$ cat src/rtl/arb8_rr_pkg.sv
// Shared definitions for the eight-way round-robin arbiter: state encoding,
// requester count, index width and a one-hot helper.
`ifndef ARB8_RR_PKG_SV
`define ARB8_RR_PKG_SV

package arb8_rr_pkg;

  localparam int N_REQ = 8;
  localparam int IDX_W = 3;

  typedef enum logic {
    ST_IDLE  = 1'b0,
    ST_OWNED = 1'b1
  } state_t;

  function automatic logic [N_REQ-1:0] onehot8(input logic [IDX_W-1:0] idx);
    return {{(N_REQ-1){1'b0}}, 1'b1} << idx;
  endfunction

endpackage

`endif

$ cat src/rtl/arb8_rr_if.sv
// Request/grant bundle between the eight requesters and the arbiter.
interface arb8_rr_if;
  import arb8_rr_pkg::*;

  logic [N_REQ-1:0] req;
  logic [N_REQ-1:0] gnt;
  logic [IDX_W-1:0] gnt_id;
  logic             busy;
  logic             revoked;

  modport master (output req, input gnt, input gnt_id, input busy, input revoked);
  modport slave  (input req, output gnt, output gnt_id, output busy, output revoked);
endinterface

$ cat src/rtl/arb8_rr_or8way.sv
// Eight-input OR reduction used as the "any request pending" detector.
module Or8Way (
  input  logic [7:0] in,
  output logic       out
);

  assign out = |in;

endmodule

$ cat src/rtl/arb8_rr_pick.sv
// Rotating-priority selector: rotate the request vector so that index ptr
// lands at bit 0, take the lowest set bit, then add ptr back (mod 8).
module rr_pick8
  import arb8_rr_pkg::*;
(
  input  logic [N_REQ-1:0] req,
  input  logic [IDX_W-1:0] ptr,
  output logic             valid,
  output logic [IDX_W-1:0] idx
);

  logic [N_REQ-1:0] rot;
  logic [IDX_W-1:0] first;

  // rot[i] is the request of the requester i places after ptr in scan order
  always_comb begin
    rot = '0;
    for (int i = 0; i < N_REQ; i++) begin
      rot[i] = req[IDX_W'(i) + ptr];
    end
  end

  // lowest set bit of the rotated vector wins; the 3-bit add wraps 7->0
  always_comb begin
    first = '0;
    for (int i = N_REQ - 1; i >= 0; i--) begin
      if (rot[i]) first = IDX_W'(i);
    end
    valid = |rot;
    idx   = first + ptr;
  end

endmodule

$ cat src/rtl/arb8_rr.sv
// Round-robin arbiter for eight requesters. The owner keeps a registered
// one-hot grant while it holds its request, optionally limited to MAX_HOLD
// consecutive cycles, after which the grant moves to the next requester in
// rotating order with no idle cycle in between.
module arb8_rr
  import arb8_rr_pkg::*;
#(
  parameter int unsigned MAX_HOLD = 16
) (
  input logic       clk,
  input logic       rst_n,
  arb8_rr_if.slave  bus
);

  localparam logic [7:0] HOLD_LAST = (MAX_HOLD == 0) ? 8'd0 : 8'(MAX_HOLD - 1);

  state_t           state;
  logic [IDX_W-1:0] ptr;
  logic [7:0]       hold_cnt;
  logic [N_REQ-1:0] gnt;
  logic [IDX_W-1:0] gnt_id;
  logic             revoked;

  logic             any_req;
  logic             owner_req;
  logic             drop;
  logic             expire;
  logic [IDX_W-1:0] scan_ptr;
  logic             pick_valid;
  logic [IDX_W-1:0] pick_idx;

  Or8Way u_any (
    .in  (bus.req),
    .out (any_req)
  );

  // A drop wins over an expiry in the same cycle, so expire requires the
  // owner to still be requesting. On either, the scan starts just past the
  // owner, which leaves the owner itself as lowest priority.
  assign owner_req = bus.req[gnt_id];
  assign drop      = (state == ST_OWNED) && !owner_req;
  assign expire    = (state == ST_OWNED) && owner_req && (MAX_HOLD != 0) &&
                     (hold_cnt == HOLD_LAST);
  assign scan_ptr  = (drop || expire) ? gnt_id + 3'd1 : ptr;

  rr_pick8 u_pick (
    .req   (bus.req),
    .ptr   (scan_ptr),
    .valid (pick_valid),
    .idx   (pick_idx)
  );

  // Arbitration state machine with registered grant, owner index and revoke pulse
  always_ff @(posedge clk) begin
    if (!rst_n) begin
      state    <= ST_IDLE;
      ptr      <= '0;
      hold_cnt <= '0;
      gnt      <= '0;
      gnt_id   <= '0;
      revoked  <= 1'b0;
    end else begin
      revoked <= 1'b0;
      case (state)
        ST_IDLE: begin
          if (any_req) begin
            state    <= ST_OWNED;
            gnt      <= onehot8(pick_idx);
            gnt_id   <= pick_idx;
            hold_cnt <= '0;
          end
        end
        ST_OWNED: begin
          if (drop || expire) begin
            ptr     <= scan_ptr;
            revoked <= expire;
            if (pick_valid) begin
              gnt      <= onehot8(pick_idx);
              gnt_id   <= pick_idx;
              hold_cnt <= '0;
            end else begin
              state    <= ST_IDLE;
              gnt      <= '0;
              gnt_id   <= '0;
              hold_cnt <= '0;
            end
          end else begin
            hold_cnt <= hold_cnt + 8'd1;
          end
        end
        default: state <= ST_IDLE;
      endcase
    end
  end

  assign bus.gnt     = gnt;
  assign bus.gnt_id  = gnt_id;
  assign bus.busy    = (state == ST_OWNED);
  assign bus.revoked = revoked;

endmodule

$ cat src/flat_wrapper.sv
// flat-port wrapper written by rule: the top's interface ports become plain ports
module arb8_rr_flat import arb8_rr_pkg::*;
#(
  parameter int unsigned MAX_HOLD = 16
)
  (clk, rst_n, bus_req, bus_gnt, bus_gnt_id, bus_busy, bus_revoked);
  arb8_rr_if bus_i ();
  input logic clk;
  input logic rst_n;
  input wire logic [$bits(bus_i.req)-1:0] bus_req;
  output wire logic [$bits(bus_i.gnt)-1:0] bus_gnt;
  output wire logic [$bits(bus_i.gnt_id)-1:0] bus_gnt_id;
  output wire logic [$bits(bus_i.busy)-1:0] bus_busy;
  output wire logic [$bits(bus_i.revoked)-1:0] bus_revoked;
  assign bus_i.req = bus_req;
  assign bus_gnt = bus_i.gnt;
  assign bus_gnt_id = bus_i.gnt_id;
  assign bus_busy = bus_i.busy;
  assign bus_revoked = bus_i.revoked;
  arb8_rr #(.MAX_HOLD(MAX_HOLD)) u_core (.clk(clk), .rst_n(rst_n), .bus(bus_i));
endmodule
$ cat config.mk
export PLATFORM = sky130hd
export DESIGN_NAME = arb8_rr_flat
export DESIGN_NICKNAME = d
export VERILOG_FILES = /design/src/rtl/arb8_rr_pkg.sv /design/src/rtl/arb8_rr_if.sv /design/src/rtl/arb8_rr_or8way.sv /design/src/rtl/arb8_rr_pick.sv /design/src/rtl/arb8_rr.sv /design/src/flat_wrapper.sv
export SDC_FILE = /design/constraint.sdc
export NUM_CORES = 1
export LEC_CHECK = 0
export ABC_AREA = 0
export BUFFER_PORTS_ARGS = -buffer_cell sky130_fd_sc_hd__buf_2
export CAP_MARGIN = 20
export CORE_MARGIN = 2
export CORE_UTILIZATION = 32
export DETAILED_ROUTE_END_ITERATION = 12
export GPL_TIMING_DRIVEN = 0
export SKIP_LAST_GASP = 1
export SYNTH_ARGS = -nofsm -noshare
export SYNTH_HDL_FRONTEND = slang
export SYNTH_SLANG_ARGS = --single-unit
$ cat constraint.sdc
create_clock -name clk -period 5.1 [get_ports clk]
set_input_delay 0.255 -clock clk [delete_from_list [all_inputs] [get_ports clk]]
set_output_delay 0.255 -clock clk [all_outputs]
set_load 0.05 [all_outputs]
# Yosys cells after proc, flatten, opt, wreduce, memory -nomap -nowiden
# Cells that the tools add are included.
# word_totals
regBits	24
latchBits	0
ram_bits	0
romBits	0
in_bits	10
out_inout_bits	13
word_cells	82
n_memories	0
# op_classes
n_addsub	10
mul	0
n_div	0
magnitude_cmp	9
eq_ne	3
n_shift	1
n_mux	42
bitwise_logic	1
n_reduce_logical	10
# op_table
cell	n
$mux 8	5
$lt 3x4->1 const B	9
$mux 3	12
$pmux 8 s2	2
$bmux 1 s3	9
$reduce_or 8->1	2
$add 3x3->3 const A	4
$mux 1	12
$add 8x1->8 const B	1
$eq 8x4->1 const B	1
$shl 1x3->8 const A	1
$add 2x3->3 const A	2
$pmux 3 s2	1
$reduce_and 2->1	2
$add 1x3->3 const A	1
$add 3x1->3 const B	1
$add 3x3->3	1
$logic_and 1x1->1	3
$reduce_and 3->1	1
$ne 2x1->1 const B	1
$ne 2x2->1 const B	1
$pmux 1 s2	1
$logic_not 1->1	1
$logic_or 1x1->1	1
$not 1->1	1

# Longest topological paths before layout
# Gate-level depths: netlist (run 1).
# depth
depth_word	22
mapped_depth	21
depth_no_buf	19

# Cells and area by module
# Synthesis (run 1) repeated with hierarchy kept, for this count alone.
# unflattened
hier_cells	221
area_unflattened_um2	2006.9
# modules_own_cells
module	n_inst	cells_each	area_per_inst_um2	seq_area_each_um2
arb8_rr	1	141	1223.7	480.5
rr_pick8	1	77	767.0	0.0
Or8Way	1	3	16.3	0.0

# Worst setup path after synthesis (run 1)
# Ideal clock, no wire load.
# synth_timing
path_type	flip-flop to flip-flop
start	register u_core.gnt_id[0] (netlist: u_core.bus.gnt_id[0])
end	register u_core.gnt[4] (netlist: u_core.bus.gnt[4])
setup_ns	0.117
arrival_time_ns	4.839
required_ns	4.983
setup_slack_ns	0.144
path_stages_with_launch	18
n_path_buf	1
synth_period_minus_slack_ns	4.956
cell_sequence	dfxtp_1 buf_6 mux4_2 mux2i_1 o21ai_2 mux2i_1 inv_1 ha_1 mux4_2 mux2i_1 o2bb2ai_1 a21boi_0 o311ai_0 fa_1 xnor2_1 mux2i_1 nor2_1 a22o_1
# synth_between
elab_chain_cells	22
word_cells_on_any_way	49
classes_between	9 x add/sub; 1 x eq/ne; 1 x shift; 31 x mux; 7 x reduce/logical
# synth_rtl
item	line_no	text
from (decl)	arb8_rr.sv:21	logic [IDX_W-1:0] gnt_id;
from (signal assigned)	arb8_rr.sv:69	gnt_id <= pick_idx;
from (signal assigned)	arb8_rr.sv:79	gnt_id <= pick_idx;
$bmux 1 s3	arb8_rr.sv:40	assign owner_req = bus.req[gnt_id];
$mux 1 (not written as such)	arb8_rr.sv:40	
$logic_not 1->1 / $logic_and 1x1->1 (equally long branches)	arb8_rr.sv:41, arb8_rr.sv:42	
$logic_and 1x1->1 (on tied branches)	arb8_rr.sv:41, arb8_rr.sv:42	
$logic_or 1x1->1	arb8_rr.sv:44, arb8_rr.sv:74	
$mux 3	arb8_rr.sv:44	assign scan_ptr = (drop || expire) ? gnt_id + 3'd1 : ptr;
$add 3x3->3	arb8_rr_pick.sv:19	rot[i] = req[IDX_W'(i) + ptr];
$bmux 1 s3	arb8_rr_pick.sv:19	
$mux 1 (not written as such)	arb8_rr_pick.sv:19	
$mux 3 (8 in a row)	arb8_rr_pick.sv:27	if (rot[i]) first = IDX_W'(i);
$add 3x3->3	arb8_rr_pick.sv:30	idx = first + ptr;
$shl 1x3->8	arb8_rr_pkg.sv:17	return {{(N_REQ-1){1'b0}}, 1'b1} << idx;
$mux 8	arb8_rr.sv:77	if (pick_valid) begin
$mux 8	arb8_rr.sv:74	if (drop || expire) begin
$pmux 8 s2	arb8_rr.sv:64	case (state)
to (signal assigned)	arb8_rr.sv:68	gnt <= onehot8(pick_idx);
to (signal assigned)	arb8_rr.sv:78	gnt <= onehot8(pick_idx);
to (decl)	arb8_rr.sv:20	logic [N_REQ-1:0] gnt;
# Several ways; a longest one is shown, not always the timed one. The select of a mux whose other input is x is not followed.
# A chain may end at the register's enable or synchronous reset.

# Worst setup path after layout (run 1)
# layout_timing
start	register u_core.gnt_id[0] (netlist: u_core.bus.gnt_id[0])
end	register u_core.gnt[5] (netlist: u_core.bus.gnt[5])
# Same word-level chain as after synthesis.

==> results.py, run 1 <==
metrics = {
    "run_status": {
        "status": "complete, no violations",
    },
    "layout": {
        "stdcell_area_sq_um": 2390,
        "drive_above_1_share": 0.219,
        "area_growth_pct": 15.9,
        "post-route-util": 0.381,
        "nets": 290,
        "fillers": 658,
        "num_antenna_cells": 0,
    },
    "placement": {
        "place_ws_ps": -428,
        "gp_congestion": 0.853,
        "port_buffers": 22,
        "place_area_sq_um": 2270,
        "dp_hpwl_mm": 4.03,
    },
    "global_route": {
        "met2_usage": 0.261,
        "use_met1": 0.196,
        "antenna_found_initial": 0,
        "use_met3": 0.0256,
        "grt_start_max_net_pins": 13,
        "track_usage": 0.151,
        "busiest_layer": "met2",
        "overflow": 0,
        "grt_pass1_vias": 1906,
        "grt_pass1_wl_mm": 8.99,
    },
    "critical_path": {
        "critPathArrivalTime_ps": 5000,
        "crit_fanout": 10,
        "cp-start-kind": "flop",
        "end_kind": "flop",
        "crit_type": "flop to flop",
        "cp.required_ps": 5260,
    },
    "clock_network": {
        "cts_tree": "built",
        "cts_max_path_buffers": 2,
        "clock-root-buffer": "clkbuf_8",
        "cts_buffers": 3,
        "clock_latency_ps": 260,
        "clk_pin_slew_ps": 80,
        "htree_levels": 1,
        "clock-sinks": 24,
    },
    "die": {
        "fp.coreArea_sq_um": 6280,
        "ios": 23,
        "std_cell_rows": 29,
        "die_width_um": 84.3,
        "die_area_sq_um": 7110,
        "start_util": 0.329,
        "fp.dieH_um": 84.3,
    },
    "drt": {
        "drtIter0Drc": 111,
        "drcViolationCount": 0,
        "dr.pass1.iters": 5,
        "drt-vias-per-instance": 5.56,
        "vias": 1951,
        "antenna_left": 0,
        "wl_per_cell_um": 15.0,
        "totalWireLength_mm": 5.28,
    },
    "timing": {
        "worstMarginPinSlew_ps": 708,
        "setup_tns_ps": 0,
        "fmax_mhz": 207,
        "finalHoldViolCount": 0,
        "setup_viol": 0,
        "fin_crit_sh": 0.948,
        "fin_skew_ps": 1.77,
        "slew_viol_final": 0,
        "slew_headroom": 0.527,
        "setup_ws_ps": 264,
        "period_minus_slack_ps": 4840,
    },
    "power": {
        "pwr_density_cell_nw_per_um2": 610,
        "irDropWorstVdd_uv": 351,
        "fin_total_pwr_mw": 1.46,
        "total_leakage_power_nw": 0.968,
    },
    "synthesis": {
        "syn_nets": 260,
        "syn_area_sq_um": 2060,
        "synthFlopType": "dfxtp_1",
        "synth_cell_types": 58,
        "synth_edf_count": 0,
        "synth_most_common_cell": "nor2_1",
        "avgSynthCellArea_sq_um": 8.39,
        "synth_top_area_share": 0.233,
        "synthesis.instances": 246,
        "synth_seq_cells": 24,
        "synth_warnings": 0,
        "yosysTopAreaCell": "dfxtp_1",
        "synthArstFlopShare": 0,
        "synth_commonest_cells": "29 x nor2_1, 28 x nand2_1, 24 x dfxtp_1",
        "ys_seq_area_frac": 0.233,
        "synthTopCellsByArea": "dfxtp_1 23%, mux2i_1 11%, nor2_1 5.3%",
    },
    "hold_path": {
        "hp-class": "input port to flop",
    },
    "job": {
        "max_cap_violations": 0,
    },
}
## flip-flops by register name (all words and copies together) (netlist names)
register and flops:
u_core.bus.busy 1, u_core.bus.gnt_id 3, u_core.hold_cnt 8, u_core.bus.revoked 1, u_core.bus.gnt 8, u_core.ptr 3
## area by class of cell
class | instances | area, sq um | area share
buffer | 8 | 37.5 | 0.0157
clock buffer | 3 | 41.3 | 0.0173
inverter | 4 | 15.0 | 0.00627
multi-input combinational | 209 | 1580 | 0.661
sequential | 24 | 480 | 0.201
tap | 77 | 96.3 | 0.0403
timing repair buffer | 26 | 140 | 0.0585
## path summary, 6_finish.rpt
path	start	end	slack [ps]	cells after the start
max reg2reg	u_core.bus.gnt_id[0]	u_core.bus.gnt[5]	260	17
min	rst_n	u_core.hold_cnt[0]	250	2
max	u_core.bus.gnt_id[0]	u_core.bus.gnt[5]	260	17
min reg2reg	u_core.bus.gnt[4]	u_core.bus.gnt[4]	490	1
## per-stage QoR
step | hold slack [ps] | instances
6_report | 253 | 351
5_1_grt | 254 | 351
4_1_cts | 244 | 350
3_5_place_dp | 459 | 345
3_3_place_gp | 458 | 345
2_1_floorplan | 377 | 246
## cells by family (layout without fill, tap and decap cells)
logic type      Yosys count  in the layout  share of synthesized area
buf+inv                  13             41                     0.0273
flops                    24             24                      0.233
xor+xnor                 10             10                     0.0424
compound gates           63             63                      0.228
mux                      38             38                      0.221
simple gates             94             94                      0.221
fa+ha+maj                 4              4                     0.0279
## power breakdown
part | switching, mW | internal (mW)
clock | 0.0586 | 0.0528
combinational | 0.637 | 0.463
sequential | 0.0299 | 0.219
## what timing repair did
item | in CTS | in global routing
hold buffers | 0 | 0
setup endpoints to repair | 10 | 9
hold endpoints to repair | 0 | 0
gates resized for setup | 5 | 6
cloned | 0 | 0
setup buffers | 2 | 2
pin swaps | 2 | 0
## layout by cell type (no fill, tap or decap), types with 7 or more instances in the layout
cell / instances
nor2_1: 29
nand2_1: 28
dfxtp_1: 24
buf_2: 22
mux2i_1: 18
a21oi_1: 15
mux2_2: 9
a22o_1: 8
xnor2_1: 7
o21ai_0: 7
nand3_1: 7
## metal layers
layer,routed length (um),vias to the layer above
li1,-,981
met1,2460,926
met2,2560,40
met3,213,4
met4,45,0
met5,0,-
## worst max-delay path: stages (launching register included)
cell and delay (ps):
dfxtp_1 450, buf_6 190, mux4_2 540, mux2i_4 230
o21ai_4 110, a22oi_2 250, inv_1 160, ha_1 380
mux2i_2 320, mux2i_1 160, o2bb2ai_1 210, a21boi_0 260
o311ai_2 130, fa_1 430, xnor2_2 250, mux2i_2 320
nor2_1 90, a22o_1 240
No activity file was read; power rests on OpenSTA's default activity.
==> inputs of run 2 (changes only) <==
Settings changed: CORE_UTILIZATION 32 to 53, PLACE_DENSITY set to 0.76.
Clock period 5.1 ns to 4.2 ns, I/O delays scaled along.
==> results.py, run 2 (synthesis gave the netlist of run 1 again) <==
metrics = {
    "clock_network": {
        "clock-root-buffer": "clkbuf_8",
        "cts_max_path_buffers": 2,
        "clk_pin_slew_ps": 80,
        "htree_levels": 1,
        "clock-sinks": 24,
        "hold_buffers": 0,
        "cts_tree": "built",
        "clock_latency_ps": 270,
        "cts_buffers": 3,
    },
    "critical_path": {
        "crit_chain": "buf_8, mux4_2, mux2i_4, o21ai_4, buf_6, a22oi_2, buf_4, mux4_2, buf_6, or2_2, o21ai_2, nand2_1, nand2_2, fa_2, xnor2_4, mux2i_1, nor2_1, a22o_1",
        "cp.required_ps": 4360,
        "path_depth": 18,
        "reg2reg_from": "u_core.bus.gnt_id[0]",
        "crit_fanout": 3,
        "critPathArrivalTime_ps": 4590,
        "crit_type": "flop to flop",
        "cp-start-kind": "flop",
        "r2r_slack_ps": -230,
        "cp_slowest_stage_delay_ps": 580,
        "worst-path-buf-inv": 4,
        "end_kind": "flop",
        "cp_slowest_cell": "mux4_2",
        "crit_end": "u_core.bus.gnt[1]",
        "cp-startpoint": "u_core.bus.gnt_id[0]",
        "rr_endpoint": "u_core.bus.gnt[1]",
        "crit_family": "multiplexers",
        "reg2reg_depth": 18,
    },
    "drt": {
        "drtIter0Drc": 105,
        "totalWireLength_mm": 5.79,
        "wl_per_cell_um": 17.3,
        "drt-vias-per-instance": 6.28,
        "dr.pass1.iters": 4,
        "drcViolationCount": 0,
        "vias": 2104,
        "antenna_left": 0,
    },
    "timing": {
        "setup_ws_ps": -231,
        "worstMarginPinSlew_ps": 638,
        "slew_viol_final": 0,
        "grt_setup_unrepaired": "yes",
        "finalHoldViolCount": 0,
        "setup_viol": 9,
        "fin_crit_sh": 1.06,
        "fmax_mhz": 226,
        "period_minus_slack_ps": 4430,
        "fin_skew_ps": 3.83,
        "slew_headroom": 0.575,
    },
    "layout": {
        "final_cell_mix": "27 x nand2_1, 25 x nor2_1, 22 x buf_2, 22 x dfxtp_1, 16 x mux2i_1",
        "final_cells": 335,
        "num_antenna_cells": 0,
        "stdcell_area_sq_um": 2650,
        "final_common_cell": "nand2_1",
        "nets": 302,
        "drive_above_1_share": 0.352,
        "top_regs": "u_core.bus.gnt: 8 flops, u_core.hold_cnt: 8 flops",
        "area_growth_pct": 28.4,
    },
    "power": {
        "total_leakage_power_nw": 1.07,
        "pwr_density_cell_nw_per_um2": 841,
        "p_switching_mw": 1.07,
        "pwr-share-seq": 0.137,
        "irDropWorstVdd_uv": 663,
        "power.internal_mw": 1.16,
        "combPwrFrac": 0.793,
        "clock_power_share": 0.070,
        "sw_frac_of_total": 0.479,
    },
    "run_status": {
        "violations": "setup timing",
        "status": "complete, but fails checks",
    },
    "placement": {
        "port_buffers": 22,
        "dp.cells": 316,
        "place_ws_ps": -718,
        "place_area_sq_um": 2310,
        "dp_hpwl_mm": 3.93,
        "gp_congestion": 0.872,
    },
    "global_route": {
        "grt_start_max_net_pins": 14,
        "track_usage": 0.270,
        "grt_pass1_wl_mm": 9.32,
        "antenna_found_initial": 0,
        "overflow": 0,
        "grt_pass1_vias": 2014,
    },
    "die": {
        "fp.dieH_um": 66.4,
        "ios": 23,
        "std_cell_rows": 22,
        "start_util": 0.556,
        "fp.coreArea_sq_um": 3720,
        "die_area_sq_um": 4410,
        "die_width_um": 66.4,
    },
    "hold_path": {
        "hp-class": "input port to flop",
        "hold_path.startpoint": "rst_n",
        "min_path_cells": 2,
    },
    "job": {
        "max_cap_violations": 0,
    },
}
==> run 2: cell count changes in the layout (fill, tap and decap cells not counted), sizes merged <==
cell / change
buf: +13
==> run 2: what timing repair did <==
item | in CTS | in global routing
resized for setup | 18 | 18
buffers inserted | 12 | 5
hold endpoints to repair | 0 | 0
endpoints found under the setup margin | 10 | 10
pin swaps | 8 | 9
==> run 2: layout make-up <==
cell class / count / area [sq um]
Timing Repair Buffer: 39 / 245
Buffer: 7 / 38.8
Clock buffer: 4 / 55.1
Inverter: 4 / 15.0
Sequential cell: 24 / 485
Tap cell: 48 / 60.1
Multi-Input combinational cell: 209 / 1750
Fill cell: 293 / 1060
==> run 2: power groups by stage <==
| stage | combinational (mW) | sequential [mW] | clock (mW) |
|---|---|---|---|
| floorplan | 1.01 | 0.393 | 0 |
| global route | 1.90 | 0.310 | 0.167 |
| detailed placement | 1.34 | 0.308 | 0 |
| global placement | 1.31 | 0.308 | 0 |
| CTS | 1.56 | 0.304 | 0.158 |
| finish | 1.77 | 0.306 | 0.156 |
==> run 2: routing by layer <==
metal,part of all wire,vias up,global-route usage
met2,0.50,61,0.479
li1,-,1006,-
met3,0.061,8,0.0528
met5,0,-,0
met1,0.43,1029,0.343
met4,0.0069,0,0.0383
==> run 2: metrics by stage <==
| stage | power [mW] | setup TNS (ps) | hold slack (ps) | utilization |
|---|---|---|---|---|
| floorplan | 1.41 | -1430 | 332 | - |
| global placement | 1.62 | -5620 | 456 | 0.623 |
| detailed placement | 1.64 | -6140 | 459 | 0.623 |
| CTS | 2.03 | -1120 | 186 | 0.684 |
| global route | 2.38 | -3040 | 209 | 0.713 |
| finish | 2.23 | -1910 | 203 | 0.713 |
==> run 2: worst min path at each step <==
stage                              end  slack [ps]
floorplan           u_core.hold_cnt[0]         330
global placement     u_core.bus.gnt[5]         460
detailed placement   u_core.bus.gnt[1]         460
CTS                 u_core.hold_cnt[0]         190
global route        u_core.hold_cnt[0]         210
finish              u_core.hold_cnt[0]         200
==> inputs of run 3 (changes only) <==
Settings changed: PLACE_DENSITY 0.76 to 0.86.
==> results.py, run 3 (synthesis gave the netlist of run 1 again) <==
metrics = {
    "drt": {
        "wl_per_cell_um": 16.8,
        "drcViolationCount": 0,
        "vias": 2104,
        "dr.pass1.iters": 4,
        "drtIter0Drc": 215,
        "antenna_left": 0,
        "drt-vias-per-instance": 6.32,
        "totalWireLength_mm": 5.58,
    },
    "placement": {
        "gp_congestion": 0.860,
        "dp_hpwl_mm": 3.86,
        "port_buffers": 22,
        "place_ws_ps": -775,
        "place_area_sq_um": 2310,
    },
    "global_route": {
        "grt_pass1_vias": 1926,
        "track_usage": 0.268,
        "antenna_found_initial": 0,
        "overflow": 0,
        "grt_start_max_net_pins": 15,
        "grt_pass1_wl_mm": 9.20,
    },
    "timing": {
        "finalHoldViolCount": 0,
        "setup_viol": 8,
        "worstMarginPinSlew_ps": 599,
        "setup_ws_ps": -46.2,
        "fin_skew_ps": 4.87,
        "period_minus_slack_ps": 4250,
        "slew_headroom": 0.601,
        "fmax_mhz": 236,
        "setup_tns_ps": -254,
        "grt_setup_unrepaired": "yes",
        "slew_viol_final": 0,
        "fin_crit_sh": 1.01,
    },
    "power": {
        "combPwrFrac": 0.760,
        "sw_frac_of_total": 0.467,
        "p_switching_mw": 0.989,
        "pwr-share-seq": 0.144,
        "irDropWorstVdd_uv": 608,
        "fin_total_pwr_mw": 2.11,
        "clock_power_share": 0.095,
        "power.internal_mw": 1.13,
        "pwr_density_cell_nw_per_um2": 822,
        "total_leakage_power_nw": 1.05,
    },
    "layout": {
        "drive_above_1_share": 0.330,
        "stdcell_area_sq_um": 2570,
        "num_antenna_cells": 0,
        "top_regs": "u_core.bus.gnt: 8 flops, u_core.hold_cnt: 8 flops",
        "final_cell_mix": "28 x nand2_1, 27 x nor2_1, 22 x buf_2, 22 x dfxtp_1",
        "nets": 300,
        "final_common_cell": "nand2_1",
        "area_growth_pct": 24.7,
        "fillers": 308,
    },
    "critical_path": {
        "cp-start-kind": "flop",
        "cp.required_ps": 4360,
        "reg2reg_depth": 17,
        "crit_fanout": 4,
        "crit_type": "flop to flop",
        "cp_slowest_stage_delay_ps": 520,
        "crit_chain": "buf_8, mux4_2, mux2i_4, o21ai_4, a22oi_2, inv_2, ha_4, mux4_2, mux2i_2, o2bb2ai_2, a21boi_1, o311ai_2, fa_2, xnor2_2, mux2i_1, nor2_1, a22o_1",
        "rr_endpoint": "u_core.bus.gnt[0]",
        "r2r_slack_ps": -50,
        "crit_top_cell": "mux4_2",
        "cp_slowest_cell": "mux4_2",
        "reg2reg_from": "u_core.bus.gnt_id[0]",
        "critPathArrivalTime_ps": 4410,
        "end_kind": "flop",
    },
    "die": {
        "fp.coreArea_sq_um": 3720,
        "ios": 23,
        "die_width_um": 66.4,
        "die_area_sq_um": 4410,
        "start_util": 0.556,
        "fp.dieH_um": 66.4,
        "std_cell_rows": 22,
    },
    "clock_network": {
        "cts_buffers": 3,
        "clk_pin_slew_ps": 80,
        "clock_latency_ps": 270,
        "htree_levels": 1,
        "cts_max_path_buffers": 2,
        "clock-sinks": 24,
        "cts_tree": "built",
        "clock-root-buffer": "clkbuf_8",
    },
    "hold_path": {
        "min_path_cells": 2,
        "hp-class": "input port to flop",
        "holdPathEnd": "u_core.hold_cnt[0]",
        "hold_path.startpoint": "rst_n",
    },
    "job": {
        "max_cap_violations": 0,
    },
    "run_status": {
        "status": "complete, but fails checks",
        "violations": "setup timing",
    },
}
run 3: cell count changes in the layout (fill, tap and decap cells not counted), moves of 2 or more:
cell     before  now
mux2i_2       1    5
mux2i_4       6    3
buf_6         2    0
nor2_1       25   27
run 3: repair_timing:
item                                    4_1_cts  5_1_grt
setup buffers                                14        1
hold buffers                                  0        0
pin swaps                                     6        4
endpoints found under the setup margin       10        9
resized for setup                            16        6
run 3: worst max-delay path, delay by kind of cell (launching register included):
family                   cells  cell delay [ps]
flip-flops                   1              390
adder cells (fa/ha/maj)      2              590
multiplexers                 5             1570
buffers and inverters        2              190
AND/OR/NAND/NOR              1              100
AO/OA/AOI/OAI                6             1160
XOR/XNOR                     1              140
run 3: worst max-delay path by stage:
stage	start	endpoint	cells past startpoint
after floorplan	u_core.bus.gnt_id[0]	u_core.bus.gnt[4]	17
after global placement	u_core.hold_cnt[0]	u_core.bus.gnt[4]	19
after detailed placement	u_core.hold_cnt[0]	u_core.bus.gnt[4]	19
after CTS	u_core.bus.gnt_id[0]	u_core.bus.gnt[4]	17
after global routing	u_core.bus.gnt_id[0]	u_core.bus.gnt[5]	17
final	u_core.bus.gnt_id[0]	u_core.bus.gnt[0]	17
run 3: layout make-up:
cell class	instances	area, sq um	share of cell area
plain buffers	7	38.8	0.0151
well taps	48	60.1	0.0233
clock inverters	1	30.0	0.0117
flip-flops and latches	24	485	0.189
inverters	4	17.5	0.00681
repair buffers	37	223	0.0865
clock buffers	3	41.3	0.0160
multi-input cells	209	1680	0.652
run 3: stage by stage:
step / hold slack (ps) / instances / util
3_5_place_dp: 459 / 316 / 0.623
5_1_grt: 207 / 333 / 0.693
6_report: 202 / 333 / 0.693
4_1_cts: 196 / 332 / 0.686
3_3_place_gp: 459 / 316 / 0.623
2_1_floorplan: 332 / 246 / -
run 3: power groups by stage:
stage	combinational, mW	clock, mW	sequential [mW]
final	1.61	0.202	0.305
after global routing	1.72	0.215	0.309
after CTS	1.52	0.204	0.304
after detailed placement	1.33	0	0.308
after global placement	1.29	0	0.307
after floorplan	1.01	0	0.393
run 3: layer usage:
layer | vias to the layer above | global-route usage | routed length (um)
met3 | 12 | 0.0494 | 329
li1 | 1000 | - | -
met1 | 1015 | 0.355 | 2460
met4 | 0 | 0.0765 | 70
met5 | - | 0 | 0
met2 | 77 | 0.443 | 2720
